**src/rtl/fir4_mac.sv**
```systemverilog
// Sequential 4-tap FIR MAC: snapshots taps and coefficients on start, one shared multiplier over 4 cycles.
// Latency: start at E0 -> y_valid one cycle after E5. Starts and coefficient writes are ignored while busy.
module fir4_mac #(
    parameter int DATA_W    = 8,
    parameter int COEF_W    = 8,
    parameter int ACC_W     = 19,
    parameter int OUT_SHIFT = 0
) (
    input  logic              clk,
    input  logic              rst_n,
    input  logic              start,
    input  logic [DATA_W-1:0] x0,
    input  logic [DATA_W-1:0] x1,
    input  logic [DATA_W-1:0] x2,
    input  logic [DATA_W-1:0] x3,
    input  logic              coef_we,
    input  logic [1:0]        coef_addr,
    input  logic [COEF_W-1:0] coef_wdata,
    output logic              busy,
    output logic              y_valid,
    output logic [ACC_W-1:0]  y,
    output logic [DATA_W-1:0] y_sat
);

    localparam int PROD_W = DATA_W + COEF_W + 1;
    localparam logic signed [ACC_W-1:0] SAT_MAX = ACC_W'((1 << DATA_W) - 1);

    typedef enum logic [1:0] {IDLE, MAC, DONE} state_t;

    state_t                   state_q, state_d;
    logic [DATA_W-1:0]        samp_q  [4];
    logic [DATA_W-1:0]        samp_d  [4];
    logic signed [COEF_W-1:0] coef_q  [4];
    logic signed [COEF_W-1:0] coef_d  [4];
    logic signed [COEF_W-1:0] ksnap_q [4];
    logic signed [COEF_W-1:0] ksnap_d [4];
    logic signed [ACC_W-1:0]  acc_q, acc_d;
    logic [1:0]               idx_q, idx_d;
    logic                     busy_q, busy_d;
    logic                     y_valid_q, y_valid_d;
    logic signed [ACC_W-1:0]  y_q, y_d;
    logic [DATA_W-1:0]        y_sat_q, y_sat_d;

    logic [DATA_W-1:0]        samp_sel;
    logic signed [COEF_W-1:0] coef_sel;
    logic signed [PROD_W-1:0] samp_ext, coef_ext, prod;
    logic signed [ACC_W-1:0]  prod_acc, shifted;
    logic [DATA_W-1:0]        sat_val;

    // Samples are unsigned, so they get a zero sign bit before the signed multiply.
    always_comb begin
        samp_sel = samp_q[idx_q];
        coef_sel = ksnap_q[idx_q];
        samp_ext = $signed({{(PROD_W-DATA_W){1'b0}}, samp_sel});
        coef_ext = $signed({{(PROD_W-COEF_W){coef_sel[COEF_W-1]}}, coef_sel});
        prod     = samp_ext * coef_ext;
        prod_acc = $signed({{(ACC_W-PROD_W){prod[PROD_W-1]}}, prod});
        shifted  = acc_q >>> OUT_SHIFT;
        if (shifted < 0) begin
            sat_val = '0;
        end else if (shifted > SAT_MAX) begin
            sat_val = '1;
        end else begin
            sat_val = shifted[DATA_W-1:0];
        end
    end

    always_comb begin
        state_d   = state_q;
        samp_d    = samp_q;
        coef_d    = coef_q;
        ksnap_d   = ksnap_q;
        acc_d     = acc_q;
        idx_d     = idx_q;
        busy_d    = busy_q;
        y_valid_d = 1'b0;
        y_d       = y_q;
        y_sat_d   = y_sat_q;
        unique case (state_q)
            IDLE: begin
                if (coef_we) begin
                    coef_d[coef_addr] = coef_wdata;
                end
                // Coefficients are captured before this edge's write lands, so a
                // simultaneous write only affects the next computation.
                if (start) begin
                    samp_d[0] = x0;
                    samp_d[1] = x1;
                    samp_d[2] = x2;
                    samp_d[3] = x3;
                    ksnap_d   = coef_q;
                    acc_d     = '0;
                    idx_d     = 2'd0;
                    busy_d    = 1'b1;
                    state_d   = MAC;
                end
            end
            MAC: begin
                acc_d = acc_q + prod_acc;
                idx_d = idx_q + 2'd1;
                if (idx_q == 2'd3) begin
                    state_d = DONE;
                end
            end
            DONE: begin
                y_d       = acc_q;
                y_sat_d   = sat_val;
                y_valid_d = 1'b1;
                busy_d    = 1'b0;
                state_d   = IDLE;
            end
            default: state_d = IDLE;
        endcase
    end

    always_ff @(posedge clk or negedge rst_n) begin
        if (!rst_n) begin
            state_q   <= IDLE;
            acc_q     <= '0;
            idx_q     <= 2'd0;
            busy_q    <= 1'b0;
            y_valid_q <= 1'b0;
            y_q       <= '0;
            y_sat_q   <= '0;
            for (int i = 0; i < 4; i++) begin
                samp_q[i]  <= '0;
                ksnap_q[i] <= '0;
                coef_q[i]  <= (i == 0) ? COEF_W'(1) : '0;
            end
        end else begin
            state_q   <= state_d;
            samp_q    <= samp_d;
            coef_q    <= coef_d;
            ksnap_q   <= ksnap_d;
            acc_q     <= acc_d;
            idx_q     <= idx_d;
            busy_q    <= busy_d;
            y_valid_q <= y_valid_d;
            y_q       <= y_d;
            y_sat_q   <= y_sat_d;
        end
    end

    assign busy    = busy_q;
    assign y_valid = y_valid_q;
    assign y       = y_q;
    assign y_sat   = y_sat_q;

endmodule

```
**config.mk**
```make
export PLATFORM = sky130hd
export DESIGN_NAME = fir4_mac
export DESIGN_NICKNAME = d
export VERILOG_FILES = /design/src/rtl/fir4_mac.sv
export SDC_FILE = /design/constraint.sdc
export NUM_CORES = 1
export LEC_CHECK = 0
export CAP_MARGIN = 15
export CORE_UTILIZATION = 55
export DETAILED_ROUTE_END_ITERATION = 6
export PLACE_DENSITY = 0.76
export SKIP_LAST_GASP = 1
export SYNTH_ARGS = -nofsm -noshare
export SYNTH_HDL_FRONTEND = slang
export SYNTH_SLANG_ARGS = --single-unit
```
**constraint.sdc**
```tcl
create_clock -name clk -period 11.7 [get_ports clk]
set_clock_uncertainty 0.1 [all_clocks]
set_input_delay 2.925 -clock clk [delete_from_list [all_inputs] [get_ports clk]]
set_output_delay 2.925 -clock clk [all_outputs]
set_load 0.03 [all_outputs]
```
==> results_dict.tcl <==
set metrics [dict create \
    synth-seq-cells 148 \
    hold_class "reg2reg" \
    drtIter0Drc 405 \
    die_h_um 129 \
    cts_setup_buffers 0 \
    drv_slew 0 \
    crit_arrival_ns 6.35 \
    fill_cells 1192 \
    clk_latency_ns 0.43 \
    slowest_delay_ns 0.90 \
    critPathLaunchType "register" \
    ys.flop_type "dfrtp_1" \
    antenna_found_initial 0 \
    drt-total-wl_mm 18.3 \
    layout-drive-gt1-share 0.118 \
    syn_area_per_cell_um2 10.3 \
    final_common_cell "nand2_1" \
    cts_buffer_depth 2 \
    synth_top_family_by_area "adder cells" \
    track_usage 0.245 \
    via_per_inst 5.43 \
    cp_max_fo 19 \
    num_io_pins 75 \
    worstReg2RegStart "idx_q[1]$_DFFE_PN0P_" \
    status "finished, final reports clean" \
    portBuffers 74 \
    synth-xor-area-share 0.0127 \
    drt-wirelength-per-cell_um 15.9 \
    path_clk_slew_ns 0.06 \
    h-tree-depth 4 \
    dpl.hpwl_mm 13.1 \
    grt_overflow 0 \
    slew_headroom 0.336 \
    synth_compound_area_frac 0.0595 \
    end_kind "register" \
    die_w_um 129 \
    drc 0 \
    muxShareOfSynthArea 0.0953 \
    worstPathRequired_ns 11.96 \
    yosysUniqueCellTypes 51 \
    cp_common_cell "fa_1" \
    grt_max_degree 78 \
    area_delta_synth_final_pct 17.1 \
    worstHoldPathCells 2 \
    synthCells 861 \
    critPathLaunch "idx_q[1]$_DFFE_PN0P_" \
    min_period_over_period 0.520 \
    diodes 0 \
    synth_fa_ha_area_frac 0.196 \
    first_pass_iters 4 \
    maxCapViolCount 0 \
    dieArea_mm2 0.0166 \
    worst_pin_slew_ns 0.996 \
    start_util 0.573 \
    ant_nets 0 \
    async_reset_ff_frac 1.00 \
    nets 1081 \
    syn_area_mm2 0.00884 \
    min_from "coef_q[5]$_DFFE_PN0P_" \
    ys_warn_count 0 \
    worstPathCellList "mux2i_1 -> mux2_2 -> inv_1 -> nand2b_1 -> fa_1 -> fa_1 -> inv_1 -> fa_1 -> fa_1 -> fa_1 -> ha_1 -> o21ai_1 -> nor2_2 -> o21ai_1 -> or4_1 -> nand3_1" \
    synth-edff-count 0 \
    cts_resized 0 \
    mostFrequentLayoutCells "256 x nand2_1, 147 x dfrtp_1, 73 x clkdlybuf4s50_1" \
    fin_crit_ns 6.09 \
    setup_viol 0 \
    fmax_mhz 164 \
    worstSetupPathType "reg2reg" \
    cp_slowest_cell "dfrtp_1" \
    cts_sinks 148 \
    grt_pass1_vias 6190 \
    synthSimpleGateAreaFrac 0.171 \
    synth_nets 1015 \
    cts_tree "yes" \
    vias 6240 \
    clock-root-buffer "clkbuf_16" \
    hold_viol 0 \
    grt_pass1_wl_mm 30.7 \
    placementRows 45 \
    core_area_mm2 0.0154 \
    rsz0062_at_grt "no" \
    postCtsHoldBufs 0 \
    numCtsBuffers 17 \
    r2r_cells 16 \
    ys_seq_area_frac 0.419 \
    gp_congestion 0.907 \
    timing.setup.tns_ns 0 \
]
metal layers:
metal / wire length [µm] / up-vias / GRT usage
met5: 0 / - / 0
li1: - / 2964 / -
met1: 7850 / 3083 / 0.327
met4: 409 / 0 / 0.0927
met3: 866 / 34 / 0.0470
met2: 9150 / 159 / 0.401
registers in the layout, indices dropped and copies added, names as in the netlist:
signal	count
coef_q	32
ksnap_q	32
samp_q	32
acc_q	19
y	19
y_sat	8
idx_q	2
state_q	2
busy	1
y_valid	1
cell type report:
type                            count  area, µm²  area share
Clock inverter                     11        139      0.0134
Clock buffer                       20        467      0.0451
Sequential cell                   148       3700       0.358
Inverter                           68        255      0.0247
Tap cell                          211        264      0.0255
Multi-Input combinational cell    612       4730       0.457
Timing Repair Buffer               80        787      0.0760
kinds of logic after synthesis:
kind of cell	after synthesis
and+or+nand+nor	353
buffers and inverters	101
adders and majority gates	108
xor gates and xnor gates	12
DFF	148
AOI/OAI and AO/OA	79
muxes	60
synth_stat cells, drive strengths merged (2+ instances only):
cell | number | area share
ha | 57 | 0.081
xnor2 | 9 | 0.0098
o2111ai | 3 | 0.0030
clkbuf | 22 | 0.0093
nand2b | 5 | 0.0035
nand3 | 16 | 0.0091
o211ai | 3 | 0.0025
fa | 51 | 0.12
nor2 | 24 | 0.011
inv | 68 | 0.029
mux4 | 15 | 0.038
a211oi | 4 | 0.0034
or4 | 2 | 0.0017
nor3 | 4 | 0.0035
dfrtp | 147 | 0.42
mux2i | 2 | 0.0023
a31o | 2 | 0.0020
a21o | 4 | 0.0034
a21oi | 12 | 0.0068
nor4 | 2 | 0.0014
nand2 | 259 | 0.11
o21bai | 3 | 0.0025
buf | 11 | 0.0074
nand4 | 5 | 0.0035
o21ai | 27 | 0.016
and2 | 32 | 0.023
xor2 | 3 | 0.0030
mux2 | 43 | 0.055
o31ai | 14 | 0.012
path summary, 6_finish.rpt:
path,to,slack [ns]
min in group asynchronous,y_valid$_DFF_PN0_,2.38
setup reg to reg,acc_q[13]$_DFFE_PN0P_,5.61
hold / removal,ksnap_q[5]$_DFFE_PN0P_,0.36
setup / recovery,acc_q[13]$_DFFE_PN0P_,5.61
max in group asynchronous,samp_q[9]$_DFFE_PN0P_,7.74
hold reg to reg,ksnap_q[5]$_DFFE_PN0P_,0.36
critical path: cells and delay by family, from the launching register on:
family	cells	cell delay, ns
AO/OA/AOI/OAI	2	0.31
adder cells (fa/ha/maj)	6	2.92
multiplexers	2	0.55
buffers and inverters	2	0.34
AND/OR/NAND/NOR	4	0.88
flip-flops	1	0.90
stage by stage:
step | worst slack, ns | instance area (µm²) | util | cells | hold slack (ns)
2_1_floorplan | 6.43 | 8840 | - | 861 | 0.333
3_3_place_gp | 5.72 | 9740 | 0.632 | 1119 | 0.342
3_5_place_dp | 5.60 | 9740 | 0.632 | 1119 | 0.346
5_1_grt | 5.28 | 10300 | 0.671 | 1150 | 0.387
6_report | 5.61 | 10300 | 0.671 | 1150 | 0.363
4_1_cts | 5.56 | 10300 | 0.671 | 1150 | 0.362
Power is left out: the tool's default activity adds up to more than one toggle a clock period on the data nets, which glitch-free logic cannot reach.
